[config.mk]
export PLATFORM = sky130hd
export DESIGN_NAME = fifo_scd_prog
export DESIGN_NICKNAME = d
export VERILOG_FILES = /design/src/rtl/fifo_scd_prog.sv
export SDC_FILE = /design/constraint.sdc
export NUM_CORES = 1
export LEC_CHECK = 0
export CORE_UTILIZATION = 57
export CTS_CLUSTER_SIZE = 24
export DETAILED_ROUTE_END_ITERATION = 12
export DONT_BUFFER_PORTS = 1
export GPL_TIMING_DRIVEN = 0
export PLACE_DENSITY = 0.86
export SYNTH_ARGS = -nofsm -noshare
export SYNTH_HDL_FRONTEND = slang
export SYNTH_HIERARCHICAL = 1
export SYNTH_SLANG_ARGS = --single-unit
[constraint.sdc]
create_clock -name clk -period 3.7 [get_ports clk]
set_input_delay 0.37 -clock clk [delete_from_list [all_inputs] [get_ports clk]]
set_output_delay 0.37 -clock clk [all_outputs]
set_load 0.05 [all_outputs]
[src/rtl/fifo_scd_prog.sv]
// Single-clock flop-array FIFO with optional first-word-fall-through, occupancy count,
// programmable almost thresholds, synchronous flush and sticky overflow/underflow flags.

module fifo_scd_prog_chk #(
   parameter int aw    = 4,
   parameter int af_th = (1 << aw) - 2,
   parameter int ae_th = 1
) ();
   generate
      if (aw < 1 || af_th < 1 || af_th > (1 << aw) || ae_th < 0 || ae_th > (1 << aw) - 1) begin : g_bad_param
         $error("fifo_scd_prog: illegal aw/af_th/ae_th combination");
      end
   endgenerate
endmodule

module fifo_scd_prog #(
   parameter int aw    = 4,
   parameter int dw    = 32,
   parameter int fwft  = 0,
   parameter int af_th = (1 << aw) - 2,
   parameter int ae_th = 1
) (
   input  logic          clk,
   input  logic          rst_n,
   input  logic [dw-1:0] din,
   input  logic          wen,
   input  logic          ren,
   input  logic          flush,
   input  logic          clr_err,
   output logic [dw-1:0] dout,
   output logic          dout_vld,
   output logic          empty,
   output logic          full,
   output logic          almost_empty,
   output logic          almost_full,
   output logic [aw:0]   count,
   output logic          overflow,
   output logic          underflow
);

   localparam int          depth   = 1 << aw;
   localparam logic [aw:0] depth_c = (aw+1)'(depth);
   localparam logic [aw:0] af_th_c = (aw+1)'(af_th);
   localparam logic [aw:0] ae_th_c = (aw+1)'(ae_th);
   localparam logic        af_rst  = (af_th == 0) ? 1'b1 : 1'b0;

   fifo_scd_prog_chk #(.aw(aw), .af_th(af_th), .ae_th(ae_th)) u_chk ();

   logic [dw-1:0] mem_r [depth];
   logic [aw:0]   rp_r;
   logic [aw:0]   wp_r;
   logic [aw:0]   count_r;
   logic          empty_r;
   logic          full_r;
   logic          ae_r;
   logic          af_r;
   logic          ovf_r;
   logic          unf_r;

   logic          rd_ok_s;
   logic          rd_en_s;
   logic          wr_en_s;
   logic          ovf_set_s;
   logic          unf_set_s;
   logic [aw:0]   count_next_s;

   // Accept/reject decisions; flush suppresses both transfers and error reporting.
   always_comb begin
      rd_ok_s      = ren && !empty_r;
      rd_en_s      = 1'b0;
      wr_en_s      = 1'b0;
      ovf_set_s    = 1'b0;
      unf_set_s    = 1'b0;
      count_next_s = count_r;
      if (flush) begin
         count_next_s = '0;
      end else begin
         rd_en_s      = rd_ok_s;
         wr_en_s      = wen && (!full_r || rd_ok_s);
         ovf_set_s    = wen && !(!full_r || rd_ok_s);
         unf_set_s    = ren && !rd_ok_s;
         count_next_s = count_r + (aw+1)'(wr_en_s) - (aw+1)'(rd_en_s);
      end
   end

   // Storage array; intentionally not reset.
   always_ff @(posedge clk) begin
      if (wr_en_s) begin
         mem_r[wp_r[aw-1:0]] <= din;
      end
   end

   // Pointers, occupancy and occupancy-derived flags, all from next-state count.
   always_ff @(posedge clk or negedge rst_n) begin
      if (!rst_n) begin
         rp_r    <= '0;
         wp_r    <= '0;
         count_r <= '0;
         empty_r <= 1'b1;
         full_r  <= 1'b0;
         ae_r    <= 1'b1;
         af_r    <= af_rst;
      end else begin
         if (flush) begin
            rp_r <= '0;
            wp_r <= '0;
         end else begin
            if (rd_en_s) begin
               rp_r <= rp_r + (aw+1)'(1);
            end
            if (wr_en_s) begin
               wp_r <= wp_r + (aw+1)'(1);
            end
         end
         count_r <= count_next_s;
         empty_r <= (count_next_s == (aw+1)'(0));
         full_r  <= (count_next_s == depth_c);
         ae_r    <= (count_next_s <= ae_th_c);
         af_r    <= (count_next_s >= af_th_c);
      end
   end

   // Sticky error flags: a new error wins over a simultaneous clear.
   always_ff @(posedge clk or negedge rst_n) begin
      if (!rst_n) begin
         ovf_r <= 1'b0;
         unf_r <= 1'b0;
      end else begin
         if (ovf_set_s) begin
            ovf_r <= 1'b1;
         end else if (clr_err) begin
            ovf_r <= 1'b0;
         end
         if (unf_set_s) begin
            unf_r <= 1'b1;
         end else if (clr_err) begin
            unf_r <= 1'b0;
         end
      end
   end

   generate
      if (fwft == 0) begin : g_std
         logic [dw-1:0] dout_r;
         logic          vld_r;

         // Registered read port: one-cycle latency, dout holds between pops.
         always_ff @(posedge clk or negedge rst_n) begin
            if (!rst_n) begin
               dout_r <= '0;
               vld_r  <= 1'b0;
            end else begin
               if (rd_en_s) begin
                  dout_r <= mem_r[rp_r[aw-1:0]];
               end
               vld_r <= rd_en_s;
            end
         end

         assign dout     = dout_r;
         assign dout_vld = vld_r;
      end else begin : g_fwft
         assign dout     = mem_r[rp_r[aw-1:0]];
         assign dout_vld = !empty_r;
      end
   endgenerate

   assign count        = count_r;
   assign empty        = empty_r;
   assign full         = full_r;
   assign almost_empty = ae_r;
   assign almost_full  = af_r;
   assign overflow     = ovf_r;
   assign underflow    = unf_r;

endmodule

==> run metrics <==
crit-path max cell delay=0.71 ns; syn nets=around 1,100; routed len/inst=32.31 µm; Synth area leaders=edfxtp_1 (71%), mux4_2 (13%), dfrtp_1 (5.8%); Die W=196.8 µm; CTS Sinks=564; post-synth top area cell=edfxtp_1; Clk pin slew, worst setup/hold paths=approximately 0.06 ns; initial antenna violation count=2; Layout area overhead=15.44%; CTS buffer count=52; Critical-path top delay cell=dfstp_2; Buffers & Inverters on Critical Path=2; CP Launch Type=flip-flop; Period minus WS final=3.404 ns; Max-Slew Margin vs Limit=31.53%; Syn Inst Count=1,002; Worst Hold Class=in -> reg; final hold vios=0; DRC viols=0; RePlAce Congestion=0.7919; Crit Path Max Fanout=10; Crit. End Element=flip-flop; Post-synth EDFFs=just over 500; crit-path most repeated cell=ha_1; CTS tree=done; port bufs=0; DP HPWL=30.92 mm; Diodes inserted=0; skew final=0.01908 ns; Worst VDD drop=around 0.00033 V; first-pass iteration count of the detailed router=5; H-tree lvl count=2; Core Area=36,960 µm²; Ys Warns=6; first-pass GRT wire length=slightly below 80 mm; post-layout util=about 68%; unrepaired setup endpoints after global routing=no; FMAX=between 200 and 300 MHz; ANT nets after route=0; vias in the first global route=11,750; 1st-iter DRT viols=1,487; Async SR Flop Fraction=9.220%; total track usage=between 20 and 30%; Overflow after GRT=0; initial core utilization=58.52%; later-pin clock latency in the skew report=0.58 ns; number of cells after detailed placement=1,526; Final Net Count=1,162; pin count of the biggest net entering global routing=53; clk buf depth=3; status=complete, no violations; fin cells=1,657; Die H=196.8 µm; via count=11,070; cell area after synthesis=21,630 µm²; worst slew pin tran=just over 1 ns; Final Max Slew Viols=0; Total Wirelength=~54 mm; Syn Area/Cell=21.59 µm²; Worst EP required=4.14 ns; Maximum Capacitance Violations=0; root buffer cell=clkbuf_16; P per Cell Area=roughly 630 nW/µm²; Sum Neg Setup Slack=0 ns; Row Count=70; Final Power=15.77 mW; worst setup path class=reg -> reg; Synth Flop Type=edfxtp_1; # IOs=just over 80; top cell type's share of synthesized area=71.08%; Leakage=7.866 nW; routed vias/inst=6.682; final setup fails=0; Final Cycle Share=92.01%; flops & latches, synth=564; die area=38,730 µm²; CP Cell Sequence=nand2b_1, inv_2, o21ai_1, ha_1, inv_1, ha_1, fa_1, xor2_1, nor2_1, nand3b_1, a2111oi_0; CP delay by family, top=adder cells; postcts setup bufs=0; share of the yosys chip area belonging to registers=77.11%; layout cells sized above 1=24.72%; CP arrival=around 3.8 ns; count of unique library cells instantiated by Yosys=42; placed instance area=22,890 µm²; fin area=24,970 µm²
[synthesized netlist by cell type, drive strengths merged, types with 13 or more instances]
cell	count
a211oi	34
a21oi	16
buf	36
clkbuf	16
dfrtp	50
edfxtp	512
inv	13
mux2i	43
mux4	123
nor2	41
nor2b	21
o22ai	14
[final timing paths]
| kind | from | endpoint | slack, ns | cells past startpoint |
|---|---|---|---|---|
| setup reg to reg | empty$_DFF_PN1_ | full$_DFF_PN0_ | 0.30 | 11 |
| hold reg to reg | wp_r[1]$_DFFE_PN0P_ | wp_r[1]$_DFFE_PN0P_ | 0.64 | 2 |
| setup / recovery | empty$_DFF_PN1_ | full$_DFF_PN0_ | 0.30 | 11 |
| hold / removal | wen | wp_r[2]$_DFFE_PN0P_ | 0.08 | 3 |
| min in group asynchronous | rst_n | wp_r[0]$_DFFE_PN0P_ | 0.37 | 2 |
| max in group asynchronous | rst_n | almost_empty$_DFF_PN1_ | 3.02 | 2 |
[area by class of cell]
cell class,instances,area (µm²)
Sequential cell,564,16680
Fill cell,2165,11990
Multi-Input combinational cell,373,4713
Clock buffer,73,1451
Timing Repair Buffer,57,885.9
Tap cell,504,630.6
Buffer,52,324.1
Clock inverter,21,236.5
Inverter,13,48.80
[state kept, by name, indices dropped and copies added (netlist names)]
| signal | flops |
|---|---|
| almost_full | 1 |
| count | 5 |
| full | 1 |
| empty | 1 |
| underflow | 1 |
| rp_r | 4 |
| dout_vld | 1 |
| overflow | 1 |
| almost_empty | 1 |
| wp_r | 4 |
| dout | 32 |
| mem_r | 512 |
[repair_timing]
action | CTS | global route
gates resized for setup | 0 | 1
endpoints found under the hold margin | 566 | 0
hold buffers | 37 | 0
setup endpoints to repair | 0 | 1
[cell families after synthesis]
family          count (synthesis)  synth area share (%)
compound gates                 84                 2.678
fa+ha+maj                      11                0.6710
simple gates                   90                 1.990
xor+xnor                       10                0.4050
flops                         564                 77.11
buf+inv                        65                 1.724
mux                           178                 15.42
[per-stage QoR]
stage | hold slack (ns) | setup slack [ns]
5_1_grt | 0.1035 | 0.09438
3_5_place_dp | 0.07610 | 0.2314
4_1_cts | 0.07650 | 0.1259
3_3_place_gp | 0.07560 | -0.9213
6_report | 0.08211 | 0.2958
2_1_floorplan | 0.07441 | 0.6201
[routing by layer]
layer	vias up	part of all wire [%]	global-route usage, %
li1	4357	-	-
met1	5689	35	36.22
met2	847	49	46.73
met3	175	11	7.632
met4	4	4.3	11.94
met5	-	0.045	0
[report_power, final]
part / internal, mW / switching (mW) / leakage, nW / total, mW
registers: 7.26 / 1.01 / 5.23 / 8.26
clock network: 3.08 / 2.27 / 0.823 / 5.36
logic: 0.992 / 1.16 / 1.82 / 2.15
[worst min-delay path, cell delays in order]
cell	delay [ns]
o211ai_1	0.08
xor2_1	0.08
nor2_1	0.08
[cells in the final DEF, fill, tap and decap left out, types with 3 or more instances in the layout]
master         synthesis  layout
edfxtp_1             512     512
mux4_2               123     123
clkbuf_16              0      53
dfrtp_1               50      50
mux2i_1               43      43
dlygate4sd3_1          0      36
a211oi_1              34      34
clkbuf_1              16      31
nor2_1                41      29
nor2b_1               21      21
a21oi_1               16      16
buf_2                 16      16
o22ai_1               14      14
buf_16                 0      14
nand2_1               12      12
nor2_4                 0      12
mux2_2                12      12
inv_1                 11      11
ha_1                  10      10
buf_6                  9       9
buf_4                  8       8
xor2_1                 7       7
buf_12                 0       7
clkinv_1               0       6
clkinv_2               0       6
nand2b_1               5       5
clkbuf_8               0       5
bufinv_16              0       5
nor3_4                 0       4
a22oi_1                4       4
xnor2_1                3       3
o211ai_1               3       3
Note: power is estimated with default switching activity, not from simulation.
